--- config.mk ---
export PLATFORM = sky130hd
export DESIGN_NAME = fetch_pc_unit
export DESIGN_NICKNAME = d
export VERILOG_FILES = /design/src/rtl/fetch_pc_unit.sv
export SDC_FILE = /design/constraint.sdc
export NUM_CORES = 1
export LEC_CHECK = 0
export CAP_MARGIN = 30
export CORE_MARGIN = 5
export CORE_UTILIZATION = 35
export CTS_BUF_LIST = sky130_fd_sc_hd__clkbuf_8
export CTS_CLUSTER_SIZE = 8
export DETAILED_ROUTE_END_ITERATION = 10
export PLACE_DENSITY = 0.86
export SKIP_LAST_GASP = 1
export SYNTH_ARGS = -nofsm -noshare
export SYNTH_HDL_FRONTEND = slang
export SYNTH_SLANG_ARGS = --single-unit
export TNS_END_PERCENT = 1
--- constraint.sdc ---
create_clock -name clock_i -period 1.94 [get_ports clock_i]
set_input_delay 0.194 -clock clock_i [delete_from_list [all_inputs] [get_ports clock_i]]
set_output_delay 0.194 -clock clock_i [all_outputs]
set_load 0.03 [all_outputs]
--- src/rtl/fetch_pc_unit.sv ---
// F1 fetch stage: owns the fetch PC and predicts a 2-wide fetch group (pc, pc+4).
// Optional direct-mapped BTB with 2-bit counters is enabled by defining FETCH_BTB_EN.
module fetch_pc_unit #(
  parameter int unsigned BTB_ENTRIES = 16,
  parameter logic [31:0] RESET_PC    = 32'h0
) (
  input  logic        clock_i,
  input  logic        reset_n_i,
  input  logic        frontend_we_i,
  input  logic        redirect_i,
  input  logic [31:0] redirect_pc_i,
  input  logic        upd_valid_i,
  input  logic [31:0] upd_pc_i,
  input  logic        upd_taken_i,
  input  logic [31:0] upd_tgt_i,
  output logic [31:0] f1_pc_o,
  output logic        f1_pred_0_o,
  output logic        f1_pred_1_o,
  output logic [31:0] f1_pred_tgt_0_o,
  output logic [31:0] f1_pred_tgt_1_o,
  output logic        f1_stall_o
);

  localparam int IDX_W = $clog2(BTB_ENTRIES);
  localparam int TAG_W = 30 - IDX_W;

  logic [31:0] pc;
  logic [31:0] pc_plus8;
  logic [31:0] redirect_target;
  logic [31:0] next_pc;
  logic        advance;

  assign pc_plus8        = pc + 32'd8;
  assign redirect_target = {redirect_pc_i[31:2], 2'b00};

`ifdef FETCH_BTB_EN

  typedef enum logic [0:0] {
    ST_INIT = 1'b0,
    ST_RUN  = 1'b1
  } state_t;

  typedef struct packed {
    logic [TAG_W-1:0] tag;
    logic [29:0]      target;
    logic [1:0]       ctr;
  } btb_entry_t;

  state_t                 state;
  state_t                 state_next;
  logic [IDX_W-1:0]       sweep_idx;
  logic                   sweep_last;
  logic                   run;

  logic [BTB_ENTRIES-1:0] btb_valid;
  btb_entry_t             btb_mem [BTB_ENTRIES];

  logic [31:0]            pc_plus4;
  logic [IDX_W-1:0]       idx0;
  logic [IDX_W-1:0]       idx1;
  logic [TAG_W-1:0]       tag0;
  logic [TAG_W-1:0]       tag1;
  btb_entry_t             entry0;
  btb_entry_t             entry1;
  logic                   hit0;
  logic                   hit1;
  logic                   pred0;
  logic                   pred1;
  logic [31:0]            tgt0;
  logic [31:0]            tgt1;

  logic [IDX_W-1:0]       upd_idx;
  logic [TAG_W-1:0]       upd_tag;
  btb_entry_t             upd_entry;
  logic                   upd_hit;
  logic                   unused_bits;

  function automatic logic [1:0] ctr_inc(input logic [1:0] c);
    return (c == 2'b11) ? 2'b11 : c + 2'b01;
  endfunction

  function automatic logic [1:0] ctr_dec(input logic [1:0] c);
    return (c == 2'b00) ? 2'b00 : c - 2'b01;
  endfunction

  assign sweep_last = (sweep_idx == IDX_W'(BTB_ENTRIES - 1));

  always_ff @(posedge clock_i) begin
    if (!reset_n_i) begin
      state     <= ST_INIT;
      sweep_idx <= '0;
    end else begin
      state <= state_next;
      if (state == ST_INIT) begin
        sweep_idx <= sweep_idx + 1'b1;
      end
    end
  end

  // INIT sweeps every entry once, then RUN holds until the next reset.
  always_comb begin
    state_next = state;
    run        = 1'b0;
    f1_stall_o = 1'b1;
    case (state)
      ST_INIT: begin
        if (sweep_last) begin
          state_next = ST_RUN;
        end
      end
      ST_RUN: begin
        run        = 1'b1;
        f1_stall_o = 1'b0;
      end
      default: state_next = ST_INIT;
    endcase
  end

  assign pc_plus4 = pc + 32'd4;
  assign idx0     = pc[IDX_W+1:2];
  assign idx1     = pc_plus4[IDX_W+1:2];
  assign tag0     = pc[31:IDX_W+2];
  assign tag1     = pc_plus4[31:IDX_W+2];
  assign entry0   = btb_mem[idx0];
  assign entry1   = btb_mem[idx1];
  assign hit0     = btb_valid[idx0] && (entry0.tag == tag0);
  assign hit1     = btb_valid[idx1] && (entry1.tag == tag1);

  // A taken slot0 ends the fetch group, so slot1's prediction is dropped.
  assign pred0 = run && hit0 && entry0.ctr[1];
  assign pred1 = run && hit1 && entry1.ctr[1] && !pred0;
  assign tgt0  = pred0 ? {entry0.target, 2'b00} : 32'h0;
  assign tgt1  = pred1 ? {entry1.target, 2'b00} : 32'h0;

  assign f1_pred_0_o     = pred0;
  assign f1_pred_1_o     = pred1;
  assign f1_pred_tgt_0_o = tgt0;
  assign f1_pred_tgt_1_o = tgt1;

  always_comb begin
    next_pc = pc_plus8;
    if (redirect_i) begin
      next_pc = redirect_target;
    end else if (pred0) begin
      next_pc = tgt0;
    end else if (pred1) begin
      next_pc = tgt1;
    end
  end

  assign advance = run && frontend_we_i;

  assign upd_idx   = upd_pc_i[IDX_W+1:2];
  assign upd_tag   = upd_pc_i[31:IDX_W+2];
  assign upd_entry = btb_mem[upd_idx];
  assign upd_hit   = btb_valid[upd_idx] && (upd_entry.tag == upd_tag);

  // Storage has no reset of its own; the INIT sweep is what invalidates it.
  always_ff @(posedge clock_i) begin
    if (reset_n_i) begin
      if (state == ST_INIT) begin
        btb_valid[sweep_idx] <= 1'b0;
      end else if (upd_valid_i) begin
        if (upd_hit) begin
          if (upd_taken_i) begin
            btb_mem[upd_idx].ctr    <= ctr_inc(upd_entry.ctr);
            btb_mem[upd_idx].target <= upd_tgt_i[31:2];
          end else begin
            btb_mem[upd_idx].ctr <= ctr_dec(upd_entry.ctr);
          end
        end else if (upd_taken_i) begin
          btb_valid[upd_idx]      <= 1'b1;
          btb_mem[upd_idx].tag    <= upd_tag;
          btb_mem[upd_idx].target <= upd_tgt_i[31:2];
          btb_mem[upd_idx].ctr    <= 2'b10;
        end
      end
    end
  end

  assign unused_bits = ^{redirect_pc_i[1:0], upd_pc_i[1:0], upd_tgt_i[1:0]};

`else

  logic unused_bits;

  assign f1_stall_o      = 1'b0;
  assign f1_pred_0_o     = 1'b0;
  assign f1_pred_1_o     = 1'b0;
  assign f1_pred_tgt_0_o = 32'h0;
  assign f1_pred_tgt_1_o = 32'h0;

  assign next_pc = redirect_i ? redirect_target : pc_plus8;
  assign advance = frontend_we_i;

  assign unused_bits = ^{redirect_pc_i[1:0], upd_valid_i, upd_pc_i, upd_taken_i, upd_tgt_i};

`endif

  always_ff @(posedge clock_i) begin
    if (!reset_n_i) begin
      pc <= RESET_PC;
    end else if (advance) begin
      pc <= next_pc;
    end
  end

  assign f1_pc_o = pc;

endmodule
---- Yosys cells after proc, flatten, opt, wreduce, memory -nomap -nowiden ----
Cells that the tools add are included.
storage, ports and cells
  bits in registers ....................... 32
  logic and storage cells ................. 3
  output and inout port bits .............. 99
cells by class
  mux-type cells .......................... 1
  add/sub/neg operators ................... 1
operator list
  cell                                           count
  adder 32 x 4 -> 32 bit, second input constant  1
  2-to-1 mux 32 bit                              1

---- Depth between registers and ports, before layout ----
  word-level depth ........................ 2
  depth in mapped cells ................... 7

---- Least setup slack after synthesis ----
Ideal clock, no wire load.
  path type ............................... register to register
  start point ............................. register pc[3], in the netlist f1_pc_o[3]
  end point ............................... register pc[13], in the netlist f1_pc_o[13]
  data required time ...................... 1.823 ns
  stages on the path, launching flop included .. 7
  setup time .............................. 0.117 ns
  path buffers ............................ 1
  slack ................................... 0.012 ns
  data arrival time ....................... 1.811 ns
  cell sequence ........................... dfxtp_1 > ha_1 > and4_1 > clkbuf_1 > nand4_1 > a21o_1 > a32o_1
between the ends
  cells in the longest elaborated chain, start to end .. 2
RTL lines
  item                    line  text
  from (decl)             27    logic [31:0] pc;
  from (signal assigned)  204   pc <= next_pc;
  adder 32 x 4 -> 32 bit  33    assign pc_plus8 = pc + 32'd8;
  2-to-1 mux 32 bit       193   assign next_pc = redirect_i ? redirect_target : pc_plus8;
Every way passes these cells.
A chain may end at the register's enable or synchronous reset.

---- Worst setup path after layout ----
  start point ............................. register pc[3], in the netlist f1_pc_o[3]
  end point ............................... register pc[17], in the netlist f1_pc_o[17]
Same word-level chain as after synthesis.

==> flow_metrics.env <==
export IMPL_cp_end_kind="register"
export IMPL_peakVddDrop_mv=0.263
export IMPL_initialDrtViolationCount=243
export IMPL_drv_slew=0
export IMPL_fin_hold_ws_ns=0.464
export IMPL_setup_viol=0
export IMPL_holdCritPathClass="register to register"
export IMPL_grt_pass1_vias=2388
export IMPL_hold_end="f1_pc_o[2]"
export IMPL_core_mm2=0.00721
export IMPL_hold_viol=0
export IMPL_worstPathCellList="ha_1 > nand4_2 > nor4_4 > nor4b_1 > o31a_1"
export IMPL_critPathArrivalTime_ns=2.07
export IMPL_fin_area_mm2=0.00322
export IMPL_cts_hold_buf=0
export IMPL_avgSynthCellArea_um2=7.67
export IMPL_regToRegEndpoint="f1_pc_o[17]"
export IMPL_yosys_top_cells_area="dfxtp_1 (23%), buf_4 (20%), nand2_1 (4.1%)"
export IMPL_fp_row_count=31
export IMPL_post_route_period_util_pct=94.6
export IMPL_crit_fanout=6
export IMPL_cp_data_required_time_ns=2.18
export IMPL_outcome="finished, final reports clean"
export IMPL_min_path_cells=2
export IMPL_clock_fmax_ghz=0.545
export IMPL_synth_distinct_cells=52
export IMPL_path_depth=5
export IMPL_gp_congestion=0.876
export IMPL_io_pins=201
export IMPL_hpwl_mm=5.95
export IMPL_die_area_mm2=0.00915
export IMPL_ys_warn_count=0
export IMPL_leakage_nw=1.26
export IMPL_p_per_area_mw_per_mm2=577
export IMPL_grt_overflow=0
export IMPL_reg2reg_depth=5
export IMPL_final_common_cell="conb_1"
export IMPL_clock_skew_ns=0.00946
export IMPL_stdcell_count=503
export IMPL_antenna_found_initial=0
export IMPL_postRouteAntennaNets=0
export IMPL_p_total_mw=1.86
export IMPL_avgRoutedWirePerCell_um=15.5
export IMPL_reg2reg_slack_ns=0.10
export IMPL_startpoint="f1_pc_o[3]"
export IMPL_critPathSlowestCell="nor4_4"
export IMPL_cts_sinks=30
export IMPL_grt_max_degree=36
export IMPL_setup_tns_final_ns=0
export IMPL_synthArstFlopShare_pct=0
export IMPL_clock_latency_ns=0.29
export IMPL_max_cap_violations=0
export IMPL_ctsResizeCount=0
export IMPL_placed_cell_area_mm2=0.00312
export IMPL_vias=2634
export IMPL_numPortBuffers=63
export IMPL_die_h_um=95.7
export IMPL_mostFrequentLayoutCells="conb_1 (69), clkdlybuf4s50_1 (63), dfxtp_1 (30)"
export IMPL_htree_levels=2
export IMPL_final_util_pct=44.6
export IMPL_slowest_delay_ns=0.41
export IMPL_crit_type="register to register"
export IMPL_period_minus_slack_ns=1.84
export IMPL_critPathLaunchType="register"
export IMPL_cts_tree="yes"
export IMPL_start_util_pct=35.6
export IMPL_syn_area_mm2=0.00257
export IMPL_r2r_start="f1_pc_o[3]"
export IMPL_ys_ff_latch=30
export IMPL_synth_edf_count=0
export IMPL_nNetsFinal=506
export IMPL_layout_drive_gt1_share_pct=10.1
export IMPL_vias_per_cell=5.24
export IMPL_wl_mm=7.79
export IMPL_numCtsBuffers=5
export IMPL_cts_root_buf="clkbuf_8"
export IMPL_drc=0
export IMPL_gr_usage_all_layers_pct=16.0
export IMPL_largest_register_ffs=30
export IMPL_nFillCells=711
export IMPL_synthToLayoutAreaGrowth_pct=25.2
export IMPL_hp_start="f1_pc_o[2]"
export IMPL_synth_top_area_share_pct=23.4
export IMPL_synth_largest_area_cell="dfxtp_1"
export IMPL_path_buf_inv=0
export IMPL_synth_main_ff_cell="dfxtp_1"
export IMPL_pre_cts_slack_ns=0.0516
export IMPL_grt_pass1_wl_mm=11.5
export IMPL_clockBufferDepth=2
export IMPL_cp_top_family="simple AND/OR/NAND/NOR gates"
export IMPL_antennaDiodeCount=0
export IMPL_syn_inst=335
export IMPL_dr_pass1_iters=5
export IMPL_yosysSeqAreaShare_pct=23.4
export IMPL_clk_transition_reported_paths_ns=0.07
export IMPL_postCtsSetupRepairBufs=0
export IMPL_die_w_um=95.7
export IMPL_layout_setup_ws_ns=0.104
export IMPL_rsz0062_at_grt="false"
export IMPL_dp_cells=495
logic make-up (layout without fill, tap and decap cells):
logic type	count (synthesis)	in the layout	synth area share, %
other	1	69	0.146
DFF	30	30	23.4
adders and majority gates	1	1	0.487
and+or+nand+nor	109	109	24.3
muxes	4	4	1.56
AOI/OAI and AO/OA	86	86	24.0
buffers and inverters	104	105	26.2
where the power goes:
group | switching [mW] | internal (mW)
Sequential | 0.0543 | 0.654
Clock | 0.246 | 0.281
Combinational | 0.410 | 0.212
Total | 0.710 | 1.15
cells in the mapped netlist (3+ instances only):
library cell  number
buf_4             69
dfxtp_1           30
nand2_1           28
nor2_1            20
a21oi_1           14
clkbuf_1          13
a31oi_1           12
nand4_1           12
o21ai_0           11
a22oi_1           10
inv_1             10
nand3_1           10
nor3_1             6
a211oi_1           5
and3_1             5
buf_2              5
o31ai_1            5
a311o_1            4
mux2i_1            4
nor2b_1            4
a32o_1             3
and4_1             3
nand4_2            3
nor4_1             3
nor4_2             3
nor4b_1            3
o221ai_1           3
o31a_1             3
metal layers:
layer,wire (µm),track usage (%)
met2,3780,25.9
met4,108,5.69
met3,666,3.87
met5,0,0
met1,3230,20.4
worst max-delay path by stage:
stage / endpoint / slack, ns
2_1_floorplan: f1_pc_o[13] / 0.01
3_3_place_gp: f1_pc_o[21] / 0.10
3_5_place_dp: f1_pc_o[21] / 0.05
4_1_cts: f1_pc_o[29] / 0.11
5_1_grt: f1_pc_o[25] / 0.003
6_report: f1_pc_o[17] / 0.10
cell type report:
cell class,instances,area (µm²),share of cell area [%]
sequential,30,601,18.7
timing repair buffer,85,796,24.7
inverter,12,45.0,1.40
multi-input combinational,269,1560,48.5
clock buffer,6,82.6,2.57
clock inverter,2,8.76,0.272
tap,99,124,3.85
worst min-delay path, stage by stage (launching register included):
cell	delay, ns
dfxtp_1	0.31
nand2_1	0.05
a21oi_1	0.05
(Power assumes the default switching activity.)
